===== src/rtl/traffic_pkg.sv =====
// traffic_pkg: shared encodings for the two-street traffic light controller.
//   light_t : per-street light colour driven by the light FSM (11 is illegal)
//   state_t : light FSM state encodings S0..S3
package traffic_pkg;

    typedef enum logic [1:0] {
        GREEN  = 2'b00,
        YELLOW = 2'b01,
        RED    = 2'b10
    } light_t;

    typedef enum logic [1:0] {
        S0 = 2'b00,
        S1 = 2'b01,
        S2 = 2'b10,
        S3 = 2'b11
    } state_t;

endpackage


===== src/rtl/traffic_sensor_conditioner_if.sv =====
// traffic_sensor_conditioner_if: bundles the sensor, light and status signals
// of the sensor conditioner.
//   sensor_a_raw/sensor_b_raw : raw detector levels (asynchronous, bouncy)
//   la/lb                     : light colours from the FSM
//   ta/tb                     : clean traffic-present levels
//   car_event_a/car_event_b   : one-cycle arrival pulses
//   cars_waiting_a/_b         : arrivals since each street was last green
// The master modport is the environment; the slave modport is the conditioner.
interface traffic_sensor_conditioner_if
    import traffic_pkg::*;
#(
    parameter int CNT_W = 8
);
    logic             sensor_a_raw;
    logic             sensor_b_raw;
    light_t           la;
    light_t           lb;
    logic             ta;
    logic             tb;
    logic             car_event_a;
    logic             car_event_b;
    logic [CNT_W-1:0] cars_waiting_a;
    logic [CNT_W-1:0] cars_waiting_b;

    modport master (
        output sensor_a_raw, sensor_b_raw, la, lb,
        input  ta, tb, car_event_a, car_event_b, cars_waiting_a, cars_waiting_b
    );

    modport slave (
        input  sensor_a_raw, sensor_b_raw, la, lb,
        output ta, tb, car_event_a, car_event_b, cars_waiting_a, cars_waiting_b
    );

endinterface


===== src/rtl/sensor_debounce.sv =====
// sensor_debounce: one street's detector path -- two-flop synchronizer,
// stable-count debounce, post-release hold timer.
//   clk, reset : clock, synchronous active-high reset
//   raw        : asynchronous bouncy detector input
//   present    : registered debounced level OR hold active
//   arrive     : strobe, high during the cycle whose closing edge raises the
//                debounced level (derived from registers only)
module sensor_debounce #(
    parameter int DEBOUNCE_CYCLES = 4,
    parameter int HOLD_CYCLES     = 8
) (
    input  logic clk,
    input  logic reset,
    input  logic raw,
    output logic present,
    output logic arrive
);

    localparam int STABLE_W = (DEBOUNCE_CYCLES > 1) ? $clog2(DEBOUNCE_CYCLES) : 1;
    localparam int HOLD_W   = (HOLD_CYCLES > 0) ? $clog2(HOLD_CYCLES + 1) : 1;
    localparam logic [STABLE_W-1:0] STABLE_LAST = STABLE_W'(DEBOUNCE_CYCLES - 1);
    localparam logic [HOLD_W-1:0]   HOLD_LOAD   = HOLD_W'(HOLD_CYCLES);

    logic                s1_r;
    logic                s2_r;
    logic                deb_r;
    logic                present_r;
    logic [STABLE_W-1:0] stable_cnt_r;
    logic [HOLD_W-1:0]   hold_r;

    logic                deb_s;
    logic                rise_s;
    logic                fall_s;
    logic                present_s;
    logic [STABLE_W-1:0] stable_cnt_s;
    logic [HOLD_W-1:0]   hold_s;

    // Next-state for debounce level, stable counter and hold timer.
    always_comb begin
        deb_s        = deb_r;
        stable_cnt_s = stable_cnt_r;
        rise_s       = 1'b0;
        fall_s       = 1'b0;
        if (s2_r == deb_r) begin
            stable_cnt_s = '0;
        end else if (stable_cnt_r == STABLE_LAST) begin
            deb_s        = s2_r;
            stable_cnt_s = '0;
            rise_s       = s2_r;
            fall_s       = ~s2_r;
        end else begin
            stable_cnt_s = stable_cnt_r + STABLE_W'(1);
        end

        if (fall_s) begin
            hold_s = HOLD_LOAD;
        end else if (rise_s) begin
            hold_s = '0;
        end else if (hold_r != '0) begin
            hold_s = hold_r - HOLD_W'(1);
        end else begin
            hold_s = hold_r;
        end

        // Registered so that present has no path from any input port.
        present_s = deb_s | (hold_s != '0);
    end

    // Synchronizer, debounce, hold and present registers.
    always_ff @(posedge clk) begin
        if (reset) begin
            s1_r         <= 1'b0;
            s2_r         <= 1'b0;
            deb_r        <= 1'b0;
            stable_cnt_r <= '0;
            hold_r       <= '0;
            present_r    <= 1'b0;
        end else begin
            s1_r         <= raw;
            s2_r         <= s1_r;
            deb_r        <= deb_s;
            stable_cnt_r <= stable_cnt_s;
            hold_r       <= hold_s;
            present_r    <= present_s;
        end
    end

    assign present = present_r;
    assign arrive  = rise_s;

endmodule


===== src/rtl/traffic_sensor_conditioner.sv =====
// traffic_sensor_conditioner: turns raw street A/B detectors into TA/TB for
// the light FSM, pulses car_event on each debounced arrival and counts the
// arrivals seen while each street is not green.
//   clk, reset : clock, synchronous active-high reset
//   sens       : slave side of traffic_sensor_conditioner_if (CNT_W must
//                match this module's CNT_W)
module traffic_sensor_conditioner
    import traffic_pkg::*;
#(
    parameter int DEBOUNCE_CYCLES = 4,
    parameter int HOLD_CYCLES     = 8,
    parameter int CNT_W           = 8
) (
    input logic                          clk,
    input logic                          reset,
    traffic_sensor_conditioner_if.slave  sens
);

    logic             present_a_s;
    logic             present_b_s;
    logic             arrive_a_s;
    logic             arrive_b_s;
    logic             event_a_r;
    logic             event_b_r;
    logic [CNT_W-1:0] count_a_r;
    logic [CNT_W-1:0] count_b_r;

    // Green clears and wins over an arrival; the count saturates. Code 11 is
    // treated as not green because only GREEN clears.
    function automatic logic [CNT_W-1:0] next_count(
        input logic [CNT_W-1:0] cnt,
        input light_t           light,
        input logic             arrive
    );
        logic [CNT_W-1:0] result;
        if (light == GREEN) begin
            result = '0;
        end else if (arrive && (cnt != {CNT_W{1'b1}})) begin
            result = cnt + CNT_W'(1);
        end else begin
            result = cnt;
        end
        return result;
    endfunction

    sensor_debounce #(
        .DEBOUNCE_CYCLES(DEBOUNCE_CYCLES),
        .HOLD_CYCLES    (HOLD_CYCLES)
    ) u_deb_a (
        .clk    (clk),
        .reset  (reset),
        .raw    (sens.sensor_a_raw),
        .present(present_a_s),
        .arrive (arrive_a_s)
    );

    sensor_debounce #(
        .DEBOUNCE_CYCLES(DEBOUNCE_CYCLES),
        .HOLD_CYCLES    (HOLD_CYCLES)
    ) u_deb_b (
        .clk    (clk),
        .reset  (reset),
        .raw    (sens.sensor_b_raw),
        .present(present_b_s),
        .arrive (arrive_b_s)
    );

    // Arrival pulses and waiting-car counters, updated on the debounce edge.
    always_ff @(posedge clk) begin
        if (reset) begin
            event_a_r <= 1'b0;
            event_b_r <= 1'b0;
            count_a_r <= '0;
            count_b_r <= '0;
        end else begin
            event_a_r <= arrive_a_s;
            event_b_r <= arrive_b_s;
            count_a_r <= next_count(count_a_r, sens.la, arrive_a_s);
            count_b_r <= next_count(count_b_r, sens.lb, arrive_b_s);
        end
    end

    assign sens.ta             = present_a_s;
    assign sens.tb             = present_b_s;
    assign sens.car_event_a    = event_a_r;
    assign sens.car_event_b    = event_b_r;
    assign sens.cars_waiting_a = count_a_r;
    assign sens.cars_waiting_b = count_b_r;

endmodule


===== src/flat_wrapper.sv =====
// flat-port wrapper written by rule: the top's interface ports become plain ports
module traffic_sensor_conditioner_flat import traffic_pkg::*;
#(
    parameter int DEBOUNCE_CYCLES = 4,
    parameter int HOLD_CYCLES     = 8,
    parameter int CNT_W           = 8
)
  (clk, reset, sens_sensor_a_raw, sens_sensor_b_raw, sens_la, sens_lb, sens_ta, sens_tb, sens_car_event_a, sens_car_event_b, sens_cars_waiting_a, sens_cars_waiting_b);
  traffic_sensor_conditioner_if #(.CNT_W(CNT_W)) sens_i ();
  input logic clk;
  input logic reset;
  input wire logic [$bits(sens_i.sensor_a_raw)-1:0] sens_sensor_a_raw;
  input wire logic [$bits(sens_i.sensor_b_raw)-1:0] sens_sensor_b_raw;
  input wire logic [$bits(sens_i.la)-1:0] sens_la;
  input wire logic [$bits(sens_i.lb)-1:0] sens_lb;
  output wire logic [$bits(sens_i.ta)-1:0] sens_ta;
  output wire logic [$bits(sens_i.tb)-1:0] sens_tb;
  output wire logic [$bits(sens_i.car_event_a)-1:0] sens_car_event_a;
  output wire logic [$bits(sens_i.car_event_b)-1:0] sens_car_event_b;
  output wire logic [$bits(sens_i.cars_waiting_a)-1:0] sens_cars_waiting_a;
  output wire logic [$bits(sens_i.cars_waiting_b)-1:0] sens_cars_waiting_b;
  assign sens_i.sensor_a_raw = sens_sensor_a_raw;
  assign sens_i.sensor_b_raw = sens_sensor_b_raw;
  assign sens_i.la = sens_la;
  assign sens_i.lb = sens_lb;
  assign sens_ta = sens_i.ta;
  assign sens_tb = sens_i.tb;
  assign sens_car_event_a = sens_i.car_event_a;
  assign sens_car_event_b = sens_i.car_event_b;
  assign sens_cars_waiting_a = sens_i.cars_waiting_a;
  assign sens_cars_waiting_b = sens_i.cars_waiting_b;
  traffic_sensor_conditioner #(.DEBOUNCE_CYCLES(DEBOUNCE_CYCLES), .HOLD_CYCLES(HOLD_CYCLES), .CNT_W(CNT_W)) u_core (.clk(clk), .reset(reset), .sens(sens_i));
endmodule

===== config.mk =====
export PLATFORM = sky130hd
export DESIGN_NAME = traffic_sensor_conditioner_flat
export DESIGN_NICKNAME = d
export VERILOG_FILES = /design/src/rtl/traffic_pkg.sv /design/src/rtl/traffic_sensor_conditioner_if.sv /design/src/rtl/sensor_debounce.sv /design/src/rtl/traffic_sensor_conditioner.sv /design/src/flat_wrapper.sv
export SDC_FILE = /design/constraint.sdc
export NUM_CORES = 1
export LEC_CHECK = 0
export CELL_PAD_IN_SITES_DETAIL_PLACEMENT = 0
export CELL_PAD_IN_SITES_GLOBAL_PLACEMENT = 1
export CORE_MARGIN = 2
export CORE_UTILIZATION = 38
export CTS_BUF_LIST = sky130_fd_sc_hd__clkbuf_8
export CTS_CLUSTER_SIZE = 40
export DETAILED_ROUTE_END_ITERATION = 8
export PLACE_DENSITY = 0.89
export SETUP_SLACK_MARGIN = 0.5
export SYNTH_ARGS = -nofsm -noshare
export SYNTH_HDL_FRONTEND = slang
export SYNTH_HIERARCHICAL = 1
export SYNTH_SLANG_ARGS = --single-unit

===== constraint.sdc =====
create_clock -name clk -period 2.25 [get_ports clk]
set_clock_uncertainty 0.1 [all_clocks]
set_input_delay 0.3375 -clock clk [delete_from_list [all_inputs] [get_ports clk]]
set_output_delay 0.3375 -clock clk [all_outputs]
set_load 0.05 [all_outputs]

Word-level counts from Yosys, hierarchy flattened. Cells that the tools add are included. Widths: inputs -> output; s select.

Register bits after elaboration: 38. Bits of input ports: 8. Word-level logic and storage cells: 62. Output and inout bits: 20.

Mux-type cells: 18. Bitwise logic cells: 4. Equality and inequality tests: 6. Reduce and logical (&&, ||, !) cells: 12. $add $sub $neg: 6.

Operators by type and width (count): $mux 4 (6); $add 8x1->8 const B (2); $ne 8x8->1 const B (2); $reduce_bool 4->1 (4); $mux 1 (12); $sub 4x1->4 const B (2); $reduce_or 3->1 (2); $add 2x1->2 const B (2); $eq 2x2->1 const B (2); $logic_not 2->1 (2); $reduce_or 2->1 (2); $eq 1x1->1 (2); $logic_and 1x1->1 (2); $not 1->1 (2); $or 1x1->1 (2).

Logic depth before layout (Yosys ltp). Gate-level depths: netlist of run 1.

Depth after elaboration: 7. Depth in mapped cells: 7. Depth with buffers taken out: 6.

Hierarchy. Netlist of run 1, hierarchy kept.

Modules (own cells, without submodules): sensor_debounce (sequential area each 200.2 µm², area each 430.4 µm², instances 2, cells an instance 45); traffic_sensor_conditioner (sequential area each 360.3 µm², area each 853.3 µm², instances 1, cells an instance 92).

Worst setup path after synthesis of run 1. No wires, ideal clock.

Path kind: register to register. Start: register u_core.u_deb_b.stable_cnt_r[0]. End: register u_core.count_b_r[6] (netlist: u_core/sens.cars_waiting_b[6]). Data arrival time: 1.899 ns. Setup time: 0.116 ns. Path buffers: 0. Cell stages (with the launch flop): 7. Period minus slack after synthesis: 2.115 ns. Slack: 0.135 ns. Data required time: 2.034 ns. Path through: dfxtp_1 > ha_1 > inv_1 > nor3b_1 > nand3_1 > or4b_1 > o211a_1.

Word-level cells in the longest chain between the ends: 4.

Ends and longest elaborated chain: start, declared (RTL line sensor_debounce.sv:28) `logic [STABLE_W-1:0] stable_cnt_r;`; start signal, assigned (RTL line sensor_debounce.sv:82) `stable_cnt_r <= stable_cnt_s;`; $eq 2x2->1 (RTL line sensor_debounce.sv:46) `end else if (stable_cnt_r == STABLE_LAST) begin`; $mux 1 (RTL line sensor_debounce.sv:46); $mux 1 (RTL line sensor_debounce.sv:44) `if (s2_r == deb_r) begin`; named net u_core.arrive_b_s (RTL line traffic_sensor_conditioner.sv:22) `logic arrive_b_s;`; $logic_and 1x1->1 (RTL line traffic_sensor_conditioner.sv:38) `end else if (arrive && (cnt != {CNT_W{1'b1}})) begin`; end signal, assigned (RTL line traffic_sensor_conditioner.sv:79) `count_b_r <= next_count(count_b_r, sens.lb, arrive_b_s);`; end, declared (RTL line traffic_sensor_conditioner.sv:26) `logic [CNT_W-1:0] count_b_r;`.

The timed path passes the listed nets, and every way through them passes these cells. A chain may end at the register's enable or synchronous reset.

Worst setup path in the final report of run 1.
Start: register u_core.u_deb_b.stable_cnt_r[0]. End: register u_core.count_b_r[4] (netlist: u_core/sens.cars_waiting_b[4]).

The elaborated chain is that of the path after synthesis.

==> impl_results.html, run 1 <==
<table>
<tr><th>Metric</th><th>Value</th></tr>
<tr><th colspan="2">Setup path</th></tr>
<tr><td>Critical Path AT</td><td>1890 ps</td></tr>
<tr><td>Critical path fanouts, max</td><td>4</td></tr>
<tr><td>Library cell contributing the largest single delay on the critical path</td><td>sky130_fd_sc_hd__or4b_1</td></tr>
<tr><td>Critical path type</td><td>reg2reg</td></tr>
<tr><td>Critical Path End Type</td><td>flop</td></tr>
<tr><td>Register-to-register setup slack</td><td>480 ps</td></tr>
<tr><td>Worst path max stage delay</td><td>510 ps</td></tr>
<tr><td>Data required time of the worst path</td><td>2380 ps</td></tr>
<tr><td>Cells along the critical path</td><td>ha_4 -&gt; inv_4 -&gt; nor3b_4 -&gt; nand3_2 -&gt; buf_6 -&gt; or4b_1 -&gt; o21ai_1</td></tr>
<tr><td>Crit path launch type</td><td>flop</td></tr>
<tr><th colspan="2">Yosys</th></tr>
<tr><td>Sequential share of the synthesized area</td><td>44.4%</td></tr>
<tr><td>Cell types occupying the most area after synthesis</td><td>sky130_fd_sc_hd__dfxtp_1 (44%), sky130_fd_sc_hd__mux2i_1 (4.7%), sky130_fd_sc_hd__ha_1 (4.4%)</td></tr>
<tr><td>Proportion of netlist area held by the largest area contributor</td><td>44.4%</td></tr>
<tr><td>Count of distinct cell types in the synthesized netlist</td><td>37</td></tr>
<tr><td>Mapped Nets</td><td>196</td></tr>
<tr><td>Proportion of synthesized flip-flops having asynchronous set or reset</td><td>0%</td></tr>
<tr><td>Adder and majority cell fraction of the synthesized area</td><td>4.38%</td></tr>
<tr><td>Post-Synth Simple-Gate Area</td><td>26.3%</td></tr>
<tr><td>Total of flip-flops plus latches after synthesis</td><td>38</td></tr>
<tr><td>Mux contribution to synthesized area</td><td>4.67%</td></tr>
<tr><td>Most used flip-flop cell after synthesis</td><td>sky130_fd_sc_hd__dfxtp_1</td></tr>
<tr><td>Total of warnings raised by yosys</td><td>6</td></tr>
<tr><td>Main combinational cell family by area after synthesis</td><td>simple AND/OR/NAND/NOR gates</td></tr>
<tr><td>Xor and xnor area share after synthesis</td><td>2.04%</td></tr>
<tr><td>Post-synthesis cell area</td><td>1710 sq um</td></tr>
<tr><td>Post-synthesis cell count</td><td>182</td></tr>
<tr><td>Largest area contributor in the synthesized netlist</td><td>sky130_fd_sc_hd__dfxtp_1</td></tr>
<tr><td>Post-synth EDFFs</td><td>0</td></tr>
<tr><td>Compound-gate portion of the synthesized area</td><td>15.5%</td></tr>
<tr><td>Post-synthesis area per instance</td><td>9.42 sq um</td></tr>
<tr><th colspan="2">Clocking</th></tr>
<tr><td>Quantity of hold-fixing buffers added after cts</td><td>0</td></tr>
<tr><td>Clock tree from TritonCTS</td><td>built</td></tr>
<tr><td>CTS clock-pin slew for the worst setup and hold paths</td><td>70 ps</td></tr>
<tr><td>Deepest level of the CTS H-tree</td><td>2</td></tr>
<tr><td>TritonCTS Sinks</td><td>38</td></tr>
<tr><td>Longest Clk Path Bufs</td><td>2</td></tr>
<tr><td>Inserted Clock Buffers</td><td>5</td></tr>
<tr><td>Clock root buffer master</td><td>sky130_fd_sc_hd__clkbuf_8</td></tr>
<tr><td>Clock latency on the worst-skew pair</td><td>290 ps</td></tr>
<tr><th colspan="2">Hold path</th></tr>
<tr><td>HP Class</td><td>reg2reg</td></tr>
<tr><th colspan="2">Placement</th></tr>
<tr><td>Quantity of I/O buffers inserted on ports</td><td>27</td></tr>
<tr><td>Worst Setup Slack post-DPL</td><td>331 ps</td></tr>
<tr><td>Final weighted congestion of routability-driven global placement</td><td>0.769</td></tr>
<tr><td>Area of placed instances</td><td>2090 sq um</td></tr>
<tr><td>Sum of net half-perimeters after detailed placement</td><td>2.31 mm</td></tr>
<tr><th colspan="2">STA</th></tr>
<tr><td>Fin Hold WS</td><td>336 ps</td></tr>
<tr><td>Final hold violations</td><td>0</td></tr>
<tr><td>RSZ-0062 raised after global routing</td><td>true</td></tr>
<tr><td>Worst Max-Slew Pin Slew</td><td>496 ps</td></tr>
<tr><td>Final count of pins violating max slew</td><td>0</td></tr>
<tr><td>Post-route clock period utilization</td><td>78.5%</td></tr>
<tr><td>Number of setup violations in the final report</td><td>0</td></tr>
<tr><td>Final worst slack</td><td>484 ps</td></tr>
<tr><td>Setup TNS</td><td>0 ps</td></tr>
<tr><td>Post-layout min period</td><td>1770 ps</td></tr>
<tr><td>Max_slew headroom</td><td>67.0%</td></tr>
<tr><td>Max Clock Freq</td><td>566 MHz</td></tr>
<tr><th colspan="2">Pwr</th></tr>
<tr><td>Largest voltage drop on the vdd net</td><td>428 uV</td></tr>
<tr><td>Cell-internal power</td><td>1.45 mW</td></tr>
<tr><td>Combinational share of power</td><td>32.8%</td></tr>
<tr><td>Total power per unit cell area</td><td>882 nW/um^2</td></tr>
<tr><td>Clock network fraction of total power</td><td>27.2%</td></tr>
<tr><td>Switching Fraction</td><td>30.2%</td></tr>
<tr><td>Sw Pwr</td><td>0.627 mW</td></tr>
<tr><td>LEAKAGE</td><td>0.948 nW</td></tr>
<tr><td>Register share of total power</td><td>40.0%</td></tr>
<tr><th colspan="2">Routing</th></tr>
<tr><td>DRC viols</td><td>0</td></tr>
<tr><td>Final routed wire length divided by cell count</td><td>12.4 um</td></tr>
<tr><td>Remaining antenna violation count after routing</td><td>0</td></tr>
<tr><td>Routed WL</td><td>3.51 mm</td></tr>
<tr><td>Length of the first detailed-routing pass in iterations</td><td>4</td></tr>
<tr><td>DR vias/cell</td><td>5.39</td></tr>
<tr><td>Initial detailed-routing violation count</td><td>94</td></tr>
<tr><td>Total number of vias</td><td>1,520</td></tr>
<tr><th colspan="2">Floorplan</th></tr>
<tr><td>Floorplan die width</td><td>71.2 um</td></tr>
<tr><td>IO Pins</td><td>28</td></tr>
<tr><td>Row Count</td><td>24</td></tr>
<tr><td>Die area</td><td>5060 sq um</td></tr>
<tr><td>Core Footprint</td><td>4350 sq um</td></tr>
<tr><td>Starting utilization of the core area</td><td>39.4%</td></tr>
<tr><td>Floorplan die height</td><td>71.2 um</td></tr>
<tr><th colspan="2">Global route</th></tr>
<tr><td>Via count of the first global-routing pass</td><td>1,321</td></tr>
<tr><td>Largest net degree at the start of global routing</td><td>17</td></tr>
<tr><td>Combined global-route utilization of all metal layers</td><td>14.2%</td></tr>
<tr><td>Number of antenna violations at the first check in global routing</td><td>0</td></tr>
<tr><td>Global-route congestion overflow total</td><td>0</td></tr>
<tr><td>Global-route wire length before repair</td><td>5.73 mm</td></tr>
<tr><th colspan="2">Run</th></tr>
<tr><td>Max-capacitance violation count</td><td>0</td></tr>
<tr><th colspan="2">Final layout</th></tr>
<tr><td>Number of nets in the finished design</td><td>243</td></tr>
<tr><td>Proportion of layout cells with a drive suffix above 1</td><td>27.8%</td></tr>
<tr><td>Diodes inserted</td><td>0</td></tr>
<tr><td>Total non-filler cell area in the finished layout</td><td>2350 sq um</td></tr>
<tr><td>Area growth from synthesis to final layout</td><td>37.2%</td></tr>
<tr><th colspan="2">Outcome</th></tr>
<tr><td>Run status</td><td>finished, final reports clean</td></tr>
</table>
## cells in the final DEF, fill, tap and decap left out, types with 7 or more instances in the layout
master                            synthesis  layout
sky130_fd_sc_hd__a21oi_1                 13      13
sky130_fd_sc_hd__nand2_1                 10      10
sky130_fd_sc_hd__nor3_1                   7       7
sky130_fd_sc_hd__nor2_1                  13      13
sky130_fd_sc_hd__dlygate4sd2_1            0      15
sky130_fd_sc_hd__dfxtp_1                 38      28
sky130_fd_sc_hd__buf_4                    0      15
sky130_fd_sc_hd__mux2i_1                  8       8
sky130_fd_sc_hd__dfxtp_2                  0       8
sky130_fd_sc_hd__clkdlybuf4s50_1          0       7
## synthesized netlist by cell type, types with 4 or more instances
cell	instances
sky130_fd_sc_hd__mux2i_1	8
sky130_fd_sc_hd__a31oi_1	4
sky130_fd_sc_hd__inv_1	8
sky130_fd_sc_hd__o21bai_1	4
sky130_fd_sc_hd__nor2b_1	6
sky130_fd_sc_hd__xnor2_1	4
sky130_fd_sc_hd__a211oi_1	7
sky130_fd_sc_hd__nor2_1	13
sky130_fd_sc_hd__and4_1	4
sky130_fd_sc_hd__nor3_1	7
sky130_fd_sc_hd__nand2_1	10
sky130_fd_sc_hd__nand4_1	5
sky130_fd_sc_hd__a21oi_1	13
sky130_fd_sc_hd__dfxtp_1	38
sky130_fd_sc_hd__ha_1	6
## critical path: cells and delay by family (launching register included)
kind | cells | cell delay, ps
and+or+nand+nor | 3 | 820
DFF | 1 | 350
buffers and inverters | 2 | 190
adders and majority gates | 1 | 170
AOI/OAI and AO/OA | 1 | 80
## power groups by stage
stage / Clock, mW / Combinational (mW) / Sequential (mW)
after CTS: 0.583 / 0.581 / 0.827
after floorplan: 0 / 0.409 / 0.894
after global placement: 0 / 0.515 / 0.839
after global routing: 0.611 / 0.756 / 0.839
final: 0.564 / 0.681 / 0.830
after detailed placement: 0 / 0.520 / 0.841
## logic make-up after synthesis
| logic type | Yosys count |
|---|---|
| muxes | 8 |
| AOI/OAI and AO/OA | 40 |
| xor gates and xnor gates | 4 |
| and+or+nand+nor | 74 |
| buffers and inverters | 12 |
| adders and majority gates | 6 |
| DFF | 38 |
## registers in the layout, indices dropped and copies added, names as in the netlist, 2 cells and up
signal,flops
u_core/sens.cars_waiting_a,8
u_core/u_deb_b/stable_cnt_r,2
u_core/sens.cars_waiting_b,8
u_core/u_deb_b/hold_r,4
u_core/u_deb_a/hold_r,4
u_core/u_deb_a/stable_cnt_r,2
## metrics by stage
stage | power (mW) | instances | utilization, %
after floorplan | 1.30 | 182 | -
after global placement | 1.35 | 261 | 48.0
after detailed placement | 1.36 | 261 | 48.0
after CTS | 1.99 | 272 | 51.2
after global routing | 2.21 | 282 | 54.0
final | 2.07 | 282 | 54.0
## repair_timing
| action | 4_1_cts | 5_1_grt |
|---|---|---|
| buffers inserted | 3 | 10 |
| pin swaps | 3 | 13 |
| resized for setup | 31 | 30 |
| endpoints found under the setup margin | 30 | 21 |
## final cells by class
cell class / instances / area (sq um)
Timing Repair Buffer: 44 / 367
Sequential cell: 38 / 778
Inverter: 8 / 32.5
Tap cell: 52 / 65.1
Clock inverter: 3 / 40.0
Multi-Input combinational cell: 132 / 1000
Clock buffer: 5 / 68.8
Fill cell: 404 / 2000
## path summary, 6_finish.rpt
kind | startpoint | cells after the start | endpoint
worst max-delay path | u_core/u_deb_b/stable_cnt_r[0] | 7 | u_core/sens.cars_waiting_b[4]
worst min-delay path | u_core/u_deb_a/stable_cnt_r[0] | 1 | u_core/u_deb_a/stable_cnt_r[0]
worst max register to register | u_core/u_deb_b/stable_cnt_r[0] | 7 | u_core/sens.cars_waiting_b[4]
worst min register to register | u_core/u_deb_a/stable_cnt_r[0] | 1 | u_core/u_deb_a/stable_cnt_r[0]
## routing by layer
| layer | global-route usage (%) | vias up | wire length, um |
|---|---|---|---|
| li1 | - | 767 | - |
| met1 | 17.6 | 717 | 1640 |
| met2 | 23.0 | 32 | 1670 |
| met3 | 3.42 | 4 | 143 |
| met4 | 7.34 | 0 | 55 |
| met5 | 0 | - | 0 |
No activity file was read; power rests on OpenSTA's default activity.
==> inputs of run 2 (changes only) <==
==> constraint.sdc (replaced) <==
create_clock -name clk -period 1.5 [get_ports clk]
set_clock_uncertainty 0.1 [all_clocks]
set_input_delay 0.225 -clock clk [delete_from_list [all_inputs] [get_ports clk]]
set_output_delay 0.225 -clock clk [all_outputs]
set_load 0.05 [all_outputs]
==> impl_results.html, run 2 (synthesis gave the netlist of run 1 again) <==
<table>
<tr><th>Metric</th><th>Value</th></tr>
<tr><th colspan="2">Setup path</th></tr>
<tr><td>Crit path launch type</td><td>flop (unchanged)</td></tr>
<tr><td>Critical path type</td><td>reg2reg (unchanged)</td></tr>
<tr><td>Critical Path AT</td><td>1770 ps (was 1890 ps)</td></tr>
<tr><td>Critical Path End Type</td><td>flop (unchanged)</td></tr>
<tr><td>Data required time of the worst path</td><td>1610 ps (was 2380 ps)</td></tr>
<tr><td>Cell count of the worst reg-to-reg path</td><td>7 (unchanged)</td></tr>
<tr><td>Register-to-register setup slack</td><td>-160 ps (was 480 ps)</td></tr>
<tr><td>RR Startpoint</td><td>u_core/u_deb_b/stable_cnt_r[0] (unchanged)</td></tr>
<tr><td>Critical path endpoint</td><td>u_core/sens.cars_waiting_b[3] (was u_core/sens.cars_waiting_b[4])</td></tr>
<tr><td>FF-to-FF End</td><td>u_core/sens.cars_waiting_b[3] (was u_core/sens.cars_waiting_b[4])</td></tr>
<tr><td>Setup crit start</td><td>u_core/u_deb_b/stable_cnt_r[0] (unchanged)</td></tr>
<tr><td>Critical path fanouts, max</td><td>7 (was 4)</td></tr>
<tr><th colspan="2">Placement</th></tr>
<tr><td>Sum of net half-perimeters after detailed placement</td><td>2.90 mm (was 2.31 mm)</td></tr>
<tr><td>Quantity of I/O buffers inserted on ports</td><td>27 (unchanged)</td></tr>
<tr><td>Final weighted congestion of routability-driven global placement</td><td>0.802 (was 0.769)</td></tr>
<tr><th colspan="2">Clocking</th></tr>
<tr><td>Clock tree from TritonCTS</td><td>built (unchanged)</td></tr>
<tr><td>CTS clock-pin slew for the worst setup and hold paths</td><td>70 ps (about the same)</td></tr>
<tr><td>Clock root buffer master</td><td>sky130_fd_sc_hd__clkbuf_8 (unchanged)</td></tr>
<tr><td>Deepest level of the CTS H-tree</td><td>2 (unchanged)</td></tr>
<tr><td>Longest Clk Path Bufs</td><td>2 (unchanged)</td></tr>
<tr><td>Inserted Clock Buffers</td><td>5 (unchanged)</td></tr>
<tr><td>Clock latency on the worst-skew pair</td><td>280 ps (was 290 ps)</td></tr>
<tr><td>TritonCTS Sinks</td><td>38 (unchanged)</td></tr>
<tr><td>Quantity of hold-fixing buffers added after cts</td><td>0 (unchanged)</td></tr>
<tr><th colspan="2">STA</th></tr>
<tr><td>Max Clock Freq</td><td>602 MHz (was 566 MHz)</td></tr>
<tr><td>Final hold violations</td><td>0 (unchanged)</td></tr>
<tr><td>Worst Max-Slew Pin Slew</td><td>408 ps (was 496 ps)</td></tr>
<tr><td>Fin Hold WS</td><td>345 ps (was 336 ps)</td></tr>
<tr><td>Post-route clock period utilization</td><td>111% (was 78.5%)</td></tr>
<tr><td>Post-layout min period</td><td>1660 ps (was 1770 ps)</td></tr>
<tr><td>RSZ-0062 raised after global routing</td><td>true (unchanged)</td></tr>
<tr><td>Number of setup violations in the final report</td><td>13 (was 0)</td></tr>
<tr><td>Max_slew headroom</td><td>72.8% (was 67.0%)</td></tr>
<tr><td>Final worst slack</td><td>-160 ps (was 484 ps)</td></tr>
<tr><td>Final count of pins violating max slew</td><td>0 (unchanged)</td></tr>
<tr><th colspan="2">Run</th></tr>
<tr><td>Max-capacitance violation count</td><td>0 (unchanged)</td></tr>
<tr><th colspan="2">Pwr</th></tr>
<tr><td>LEAKAGE</td><td>1.20 nW (was 0.948 nW)</td></tr>
<tr><td>Largest voltage drop on the vdd net</td><td>1120 uV (was 428 uV)</td></tr>
<tr><td>Total power</td><td>3.55 mW (was 2.07 mW)</td></tr>
<tr><td>Total power per unit cell area</td><td>1100 nW/um^2 (was 882 nW/um^2)</td></tr>
<tr><th colspan="2">Routing</th></tr>
<tr><td>Initial detailed-routing violation count</td><td>111 (was 94)</td></tr>
<tr><td>DRC viols</td><td>0 (unchanged)</td></tr>
<tr><td>Final routed wire length divided by cell count</td><td>15.0 um (was 12.4 um)</td></tr>
<tr><td>Routed WL</td><td>4.72 mm (was 3.51 mm)</td></tr>
<tr><td>Length of the first detailed-routing pass in iterations</td><td>5 (was 4)</td></tr>
<tr><td>Remaining antenna violation count after routing</td><td>0 (unchanged)</td></tr>
<tr><td>Total number of vias</td><td>1,665 (was 1,520)</td></tr>
<tr><td>DR vias/cell</td><td>5.30 (was 5.39)</td></tr>
<tr><th colspan="2">Floorplan</th></tr>
<tr><td>Core Footprint</td><td>4350 sq um (unchanged)</td></tr>
<tr><td>IO Pins</td><td>28 (unchanged)</td></tr>
<tr><td>Row Count</td><td>24 (unchanged)</td></tr>
<tr><td>Floorplan die width</td><td>71.2 um (unchanged)</td></tr>
<tr><td>Starting utilization of the core area</td><td>39.4% (unchanged)</td></tr>
<tr><td>Die area</td><td>5060 sq um (unchanged)</td></tr>
<tr><td>Floorplan die height</td><td>71.2 um (unchanged)</td></tr>
<tr><th colspan="2">Outcome</th></tr>
<tr><td>Run status</td><td>finished, violations left (was finished, final reports clean)</td></tr>
<tr><td>Failing checks</td><td>setup timing</td></tr>
<tr><th colspan="2">Global route</th></tr>
<tr><td>Combined global-route utilization of all metal layers</td><td>18.3% (was 14.2%)</td></tr>
<tr><td>Number of antenna violations at the first check in global routing</td><td>0 (unchanged)</td></tr>
<tr><td>Largest net degree at the start of global routing</td><td>12 (was 17)</td></tr>
<tr><td>Global-route wire length before repair</td><td>7.51 mm (was 5.73 mm)</td></tr>
<tr><td>Via count of the first global-routing pass</td><td>1,604 (was 1,321)</td></tr>
<tr><td>Global-route congestion overflow total</td><td>0 (unchanged)</td></tr>
<tr><th colspan="2">Final layout</th></tr>
<tr><td>Commonest cells after routing, fill and taps aside</td><td>sky130_fd_sc_hd__buf_4 (32), sky130_fd_sc_hd__buf_12 (20), sky130_fd_sc_hd__buf_6 (17) (was sky130_fd_sc_hd__dfxtp_1 (28), sky130_fd_sc_hd__dlygate4sd2_1 (15), sky130_fd_sc_hd__buf_4 (15))</td></tr>
<tr><td>Diodes inserted</td><td>0 (unchanged)</td></tr>
<tr><td>Area growth from synthesis to final layout</td><td>87.4% (was 37.2%)</td></tr>
<tr><td>Proportion of layout cells with a drive suffix above 1</td><td>64.5% (was 27.8%)</td></tr>
<tr><td>Number of nets in the finished design</td><td>275 (was 243)</td></tr>
<tr><td>Most frequent standard cell in the layout excluding fill and tap cells</td><td>sky130_fd_sc_hd__buf_4 (was sky130_fd_sc_hd__dfxtp_1)</td></tr>
<tr><th colspan="2">Hold path</th></tr>
<tr><td>HP Class</td><td>reg2reg (unchanged)</td></tr>
</table>
run 2: changes by cell type in the layout (fill, tap and decap cells not counted), moves of 4 or more:
cell / change
sky130_fd_sc_hd__nor2_1: -4
sky130_fd_sc_hd__a21oi_2: +4
sky130_fd_sc_hd__dfxtp_1: -22
sky130_fd_sc_hd__dfxtp_4: +14
sky130_fd_sc_hd__clkbuf_2: -4
sky130_fd_sc_hd__a21oi_1: -4
sky130_fd_sc_hd__buf_12: +20
sky130_fd_sc_hd__xnor2_1: -4
sky130_fd_sc_hd__buf_4: +17
sky130_fd_sc_hd__dlygate4sd2_1: -14
sky130_fd_sc_hd__buf_6: +15
sky130_fd_sc_hd__dfxtp_2: +8
run 2: layout make-up:
cell class                      count  area, sq um
Multi-Input combinational cell    132         1270
Sequential cell                    38          841
Fill cell                         280         1140
Tap cell                           52         65.1
Inverter                            8         37.5
Clock buffer                        7         96.3
Timing Repair Buffer               76          901
Clock inverter                      1         3.75
run 2: worst max-delay path: stages, from the launching register on:
cell and delay [ps]:
sky130_fd_sc_hd__dfxtp_2 350, sky130_fd_sc_hd__ha_4 140, sky130_fd_sc_hd__inv_4 40, sky130_fd_sc_hd__nor3b_4 180, sky130_fd_sc_hd__buf_4 190, sky130_fd_sc_hd__nand4_1 160
sky130_fd_sc_hd__or3_4 360, sky130_fd_sc_hd__o21ai_0 70
run 2: metrics by stage:
| stage | worst slack (ps) | instance area, sq um | util [%] | setup TNS [ps] | std cells |
|---|---|---|---|---|---|
| after floorplan | -264 | 1950 | - | -781 | 182 |
| after global placement | -196 | 2690 | 61.8 | -1250 | 288 |
| after detailed placement | -231 | 2690 | 61.8 | -1950 | 288 |
| after CTS | -144 | 3010 | 69.2 | -1220 | 305 |
| after global routing | -268 | 3210 | 73.8 | -2750 | 314 |
| final | -160 | 3210 | 73.8 | -1190 | 314 |
run 2: how the worst min path moves through the flow:
stage                                        start                        endpoint  slack, ps  cells past startpoint
CTS                            u_core/u_deb_b/s1_r             u_core/u_deb_b/s2_r        350                      1
floorplan                                    reset         u_core/sens.car_event_a        200                      1
global route                   u_core/u_deb_a/s1_r             u_core/u_deb_a/s2_r        360                      1
global placement               u_core/u_deb_a/s1_r             u_core/u_deb_a/s2_r        320                      1
detailed placement  u_core/u_deb_b/stable_cnt_r[0]  u_core/u_deb_b/stable_cnt_r[0]        330                      1
finish                         u_core/u_deb_b/s1_r             u_core/u_deb_b/s2_r        340                      1
run 2: power breakdown:
part	internal, mW	switching, mW	leakage (nW)
clock network	0.413	0.347	0.0519
registers	1.14	0.107	0.328
logic	0.857	0.679	0.820
total	2.41	1.13	1.20
run 2: repair_timing:
action | 4_1_cts | 5_1_grt
setup buffers | 9 | 9
pin swaps | 15 | 9
resized for setup | 42 | 29
endpoints found under the setup margin | 54 | 54
endpoints found under the hold margin | 0 | 0
run 2: routing by layer:
metal | part of all wire (%) | up-vias | GRT usage [%]
met5 | 0 | - | 0
met4 | 0.87 | 0 | 5.66
met3 | 3.3 | 4 | 4.13
met2 | 51 | 30 | 30.6
met1 | 44 | 793 | 23.6
li1 | - | 838 | -
==> inputs of run 3 (changes only) <==
--- a/config.mk
+++ b/config.mk
@@ -14,6 +14,7 @@
 export DETAILED_ROUTE_END_ITERATION = 8
 export PLACE_DENSITY = 0.89
 export SETUP_SLACK_MARGIN = 0.5
+export SKIP_CTS_REPAIR_TIMING = 1
 export SYNTH_ARGS = -nofsm -noshare
 export SYNTH_HDL_FRONTEND = slang
 export SYNTH_HIERARCHICAL = 1
==> impl_results.html, run 3 (synthesis gave the netlist of run 1 again) <==
<table>
<tr><th>Metric</th><th>Value</th></tr>
<tr><th colspan="2">STA</th></tr>
<tr><td>RSZ-0062 raised after global routing</td><td>true (unchanged)</td></tr>
<tr><td>Post-layout min period</td><td>1700 ps (was 1660 ps)</td></tr>
<tr><td>Final count of pins violating max slew</td><td>0 (unchanged)</td></tr>
<tr><td>Max_slew headroom</td><td>70.3% (was 72.8%)</td></tr>
<tr><td>Number of setup violations in the final report</td><td>15 (was 13)</td></tr>
<tr><td>Post-route clock period utilization</td><td>113% (was 111%)</td></tr>
<tr><td>Worst Max-Slew Pin Slew</td><td>444 ps (was 408 ps)</td></tr>
<tr><td>Setup TNS</td><td>-1520 ps (was -1190 ps)</td></tr>
<tr><td>Max Clock Freq</td><td>588 MHz (was 602 MHz)</td></tr>
<tr><td>Final worst slack</td><td>-200 ps (was -160 ps)</td></tr>
<tr><td>Final hold violations</td><td>0 (unchanged)</td></tr>
<tr><th colspan="2">Setup path</th></tr>
<tr><td>Library cell contributing the largest single delay on the critical path</td><td>sky130_fd_sc_hd__or4b_1 (was sky130_fd_sc_hd__or3_4)</td></tr>
<tr><td>Critical path fanouts, max</td><td>3 (was 7)</td></tr>
<tr><td>Critical Path AT</td><td>1780 ps (was 1770 ps)</td></tr>
<tr><td>Critical Path End Type</td><td>flop (unchanged)</td></tr>
<tr><td>Cells along the critical path</td><td>ha_4 -&gt; inv_4 -&gt; nor3b_4 -&gt; nand3_2 -&gt; or4b_1 -&gt; o211a_1 (was ha_4 -&gt; inv_4 -&gt; nor3b_4 -&gt; buf_4 -&gt; nand4_1 -&gt; or3_4 -&gt; o21ai_0)</td></tr>
<tr><td>Data required time of the worst path</td><td>1580 ps (was 1610 ps)</td></tr>
<tr><td>Family of cells with the greatest summed delay on the critical path</td><td>simple AND/OR/NAND/NOR gates (unchanged)</td></tr>
<tr><td>Critical path type</td><td>reg2reg (unchanged)</td></tr>
<tr><td>Buffer and inverter count on the worst path</td><td>1 (was 2)</td></tr>
<tr><td>Crit path launch type</td><td>flop (unchanged)</td></tr>
<tr><td>Worst path max stage delay</td><td>490 ps (was 360 ps)</td></tr>
<tr><th colspan="2">Routing</th></tr>
<tr><td>Routed WL</td><td>4.61 mm (was 4.72 mm)</td></tr>
<tr><td>Highest routing layer actually used</td><td>met4 (unchanged)</td></tr>
<tr><td>Met3 WL</td><td>164 um (was 158 um)</td></tr>
<tr><td>DR vias/cell</td><td>5.39 (was 5.30)</td></tr>
<tr><td>DRC viols</td><td>0 (unchanged)</td></tr>
<tr><td>Length of the first detailed-routing pass in iterations</td><td>4 (was 5)</td></tr>
<tr><td>Met1 routed wirelength after detailed routing</td><td>2.02 mm (was 2.09 mm)</td></tr>
<tr><td>Initial detailed-routing violation count</td><td>114 (was 111)</td></tr>
<tr><td>Remaining antenna violation count after routing</td><td>0 (unchanged)</td></tr>
<tr><td>Final routed wire length divided by cell count</td><td>15.0 um (about the same)</td></tr>
<tr><td>Total number of vias</td><td>1,655 (was 1,665)</td></tr>
<tr><td>Met2 wire length</td><td>2.39 mm (was 2.43 mm)</td></tr>
<tr><th colspan="2">Clocking</th></tr>
<tr><td>Inserted Clock Buffers</td><td>5 (unchanged)</td></tr>
<tr><td>Clock latency on the worst-skew pair</td><td>280 ps (about the same)</td></tr>
<tr><td>Deepest level of the CTS H-tree</td><td>2 (unchanged)</td></tr>
<tr><td>Clock tree from TritonCTS</td><td>built (unchanged)</td></tr>
<tr><td>Longest Clk Path Bufs</td><td>2 (unchanged)</td></tr>
<tr><td>TritonCTS Sinks</td><td>38 (unchanged)</td></tr>
<tr><td>CTS clock-pin slew for the worst setup and hold paths</td><td>80 ps (was 70 ps)</td></tr>
<tr><td>Clock root buffer master</td><td>sky130_fd_sc_hd__clkbuf_8 (unchanged)</td></tr>
<tr><th colspan="2">Floorplan</th></tr>
<tr><td>Core Footprint</td><td>4350 sq um (unchanged)</td></tr>
<tr><td>Die area</td><td>5060 sq um (unchanged)</td></tr>
<tr><td>Floorplan die height</td><td>71.2 um (unchanged)</td></tr>
<tr><td>Row Count</td><td>24 (unchanged)</td></tr>
<tr><td>IO Pins</td><td>28 (unchanged)</td></tr>
<tr><td>Starting utilization of the core area</td><td>39.4% (unchanged)</td></tr>
<tr><td>Floorplan die width</td><td>71.2 um (unchanged)</td></tr>
<tr><th colspan="2">Final layout</th></tr>
<tr><td>Commonest cells after routing, fill and taps aside</td><td>sky130_fd_sc_hd__buf_4 (29), sky130_fd_sc_hd__buf_12 (20), sky130_fd_sc_hd__dfxtp_4 (16) (was sky130_fd_sc_hd__buf_4 (32), sky130_fd_sc_hd__buf_12 (20), sky130_fd_sc_hd__buf_6 (17))</td></tr>
<tr><td>Multi-input combinational cell area</td><td>1270 sq um (unchanged)</td></tr>
<tr><td>Count of non-filler cells in the finished layout</td><td>307 (was 314)</td></tr>
<tr><td>Diodes inserted</td><td>0 (unchanged)</td></tr>
<tr><td>Most frequent standard cell in the layout excluding fill and tap cells</td><td>sky130_fd_sc_hd__buf_4 (unchanged)</td></tr>
<tr><td>Number of nets in the finished design</td><td>268 (was 275)</td></tr>
<tr><td>Total non-filler cell area in the finished layout</td><td>3140 sq um (was 3210 sq um)</td></tr>
<tr><td>Proportion of layout cells with a drive suffix above 1</td><td>62.0% (was 64.5%)</td></tr>
<tr><td>Filler instances</td><td>282 (was 280)</td></tr>
<tr><td>Area growth from synthesis to final layout</td><td>83.4% (was 87.4%)</td></tr>
<tr><td>Reg area</td><td>837 sq um (was 841 sq um)</td></tr>
<tr><th colspan="2">Placement</th></tr>
<tr><td>Inst Count DP</td><td>288 (unchanged)</td></tr>
<tr><td>Area of placed instances</td><td>2690 sq um (unchanged)</td></tr>
<tr><td>Final weighted congestion of routability-driven global placement</td><td>0.802 (unchanged)</td></tr>
<tr><td>Sum of net half-perimeters after detailed placement</td><td>2.90 mm (unchanged)</td></tr>
<tr><td>Worst Setup Slack post-DPL</td><td>-231 ps (unchanged)</td></tr>
<tr><td>Quantity of I/O buffers inserted on ports</td><td>27 (unchanged)</td></tr>
<tr><th colspan="2">Outcome</th></tr>
<tr><td>Run status</td><td>finished, violations left (unchanged)</td></tr>
<tr><td>Failing checks</td><td>setup timing (unchanged)</td></tr>
<tr><th colspan="2">Global route</th></tr>
<tr><td>Global-route wire length before repair</td><td>6.70 mm (was 7.51 mm)</td></tr>
<tr><td>Number of antenna violations at the first check in global routing</td><td>0 (unchanged)</td></tr>
<tr><td>Via count of the first global-routing pass</td><td>1,473 (was 1,604)</td></tr>
<tr><td>Combined global-route utilization of all metal layers</td><td>16.4% (was 18.3%)</td></tr>
<tr><td>Largest net degree at the start of global routing</td><td>12 (unchanged)</td></tr>
<tr><td>Global-route congestion overflow total</td><td>0 (unchanged)</td></tr>
<tr><th colspan="2">Pwr</th></tr>
<tr><td>LEAKAGE</td><td>1.16 nW (was 1.20 nW)</td></tr>
<tr><td>Total power</td><td>3.53 mW (was 3.55 mW)</td></tr>
<tr><td>Total power per unit cell area</td><td>1120 nW/um^2 (was 1100 nW/um^2)</td></tr>
<tr><td>Largest voltage drop on the vdd net</td><td>1080 uV (was 1120 uV)</td></tr>
<tr><th colspan="2">Hold path</th></tr>
<tr><td>HP Class</td><td>in2reg (was reg2reg)</td></tr>
<tr><th colspan="2">Run</th></tr>
<tr><td>Max-capacitance violation count</td><td>0 (unchanged)</td></tr>
</table>
## run 3: changes by cell type in the layout (fill, tap and decap cells not counted), moves of 3 or more
cell | before | now
sky130_fd_sc_hd__buf_6 | 17 | 13
sky130_fd_sc_hd__dfxtp_2 | 16 | 13
sky130_fd_sc_hd__dfxtp_1 | 6 | 9
sky130_fd_sc_hd__buf_4 | 32 | 29
## run 3: power by group
group / switching [mW] / total [mW] / internal [mW]
registers: 0.106 / 1.25 / 1.14
clock network: 0.359 / 0.772 / 0.413
logic: 0.663 / 1.51 / 0.845
## run 3: routing by layer
metal  up-vias  track usage [%]
met5         -                0
met4         0             4.40
met3         4             3.56
met2        44             26.2
met1       786             22.3
li1        821                -
## run 3: final cells by class
| type | count | area share (%) |
|---|---|---|
| multi-input cells | 132 | 40.3 |
| flip-flops and latches | 38 | 26.6 |
| clock buffers | 7 | 3.06 |
| repair buffers | 69 | 26.6 |
| well taps | 52 | 2.07 |
| clock inverters | 1 | 0.119 |
| inverters | 8 | 1.19 |
## run 3: worst register-to-register path, cell delays in order, from the launching register on
cell and delay [ps]:
sky130_fd_sc_hd__dfxtp_2 360, sky130_fd_sc_hd__ha_4 150, sky130_fd_sc_hd__inv_4 40, sky130_fd_sc_hd__nor3b_4 200
sky130_fd_sc_hd__nand3_2 130, sky130_fd_sc_hd__or4b_1 490, sky130_fd_sc_hd__o211a_1 140
## run 3: per-stage QoR
step | util (%) | hold WS, ps
after floorplan | - | 197
after global placement | 61.8 | 318
after detailed placement | 61.8 | 331
after CTS | 64.1 | 342
after global routing | 72.2 | 246
final | 72.2 | 220
## run 3: final timing paths
path	start	end	slack, ps	cells past startpoint
max	u_core/u_deb_b/stable_cnt_r[0]	u_core/sens.cars_waiting_b[6]	-200	6
min	reset	u_core/u_deb_b/s1_r	220	3
max reg2reg	u_core/u_deb_b/stable_cnt_r[0]	u_core/sens.cars_waiting_b[6]	-200	6
min reg2reg	u_core/u_deb_b/s1_r	u_core/u_deb_b/s2_r	350	1
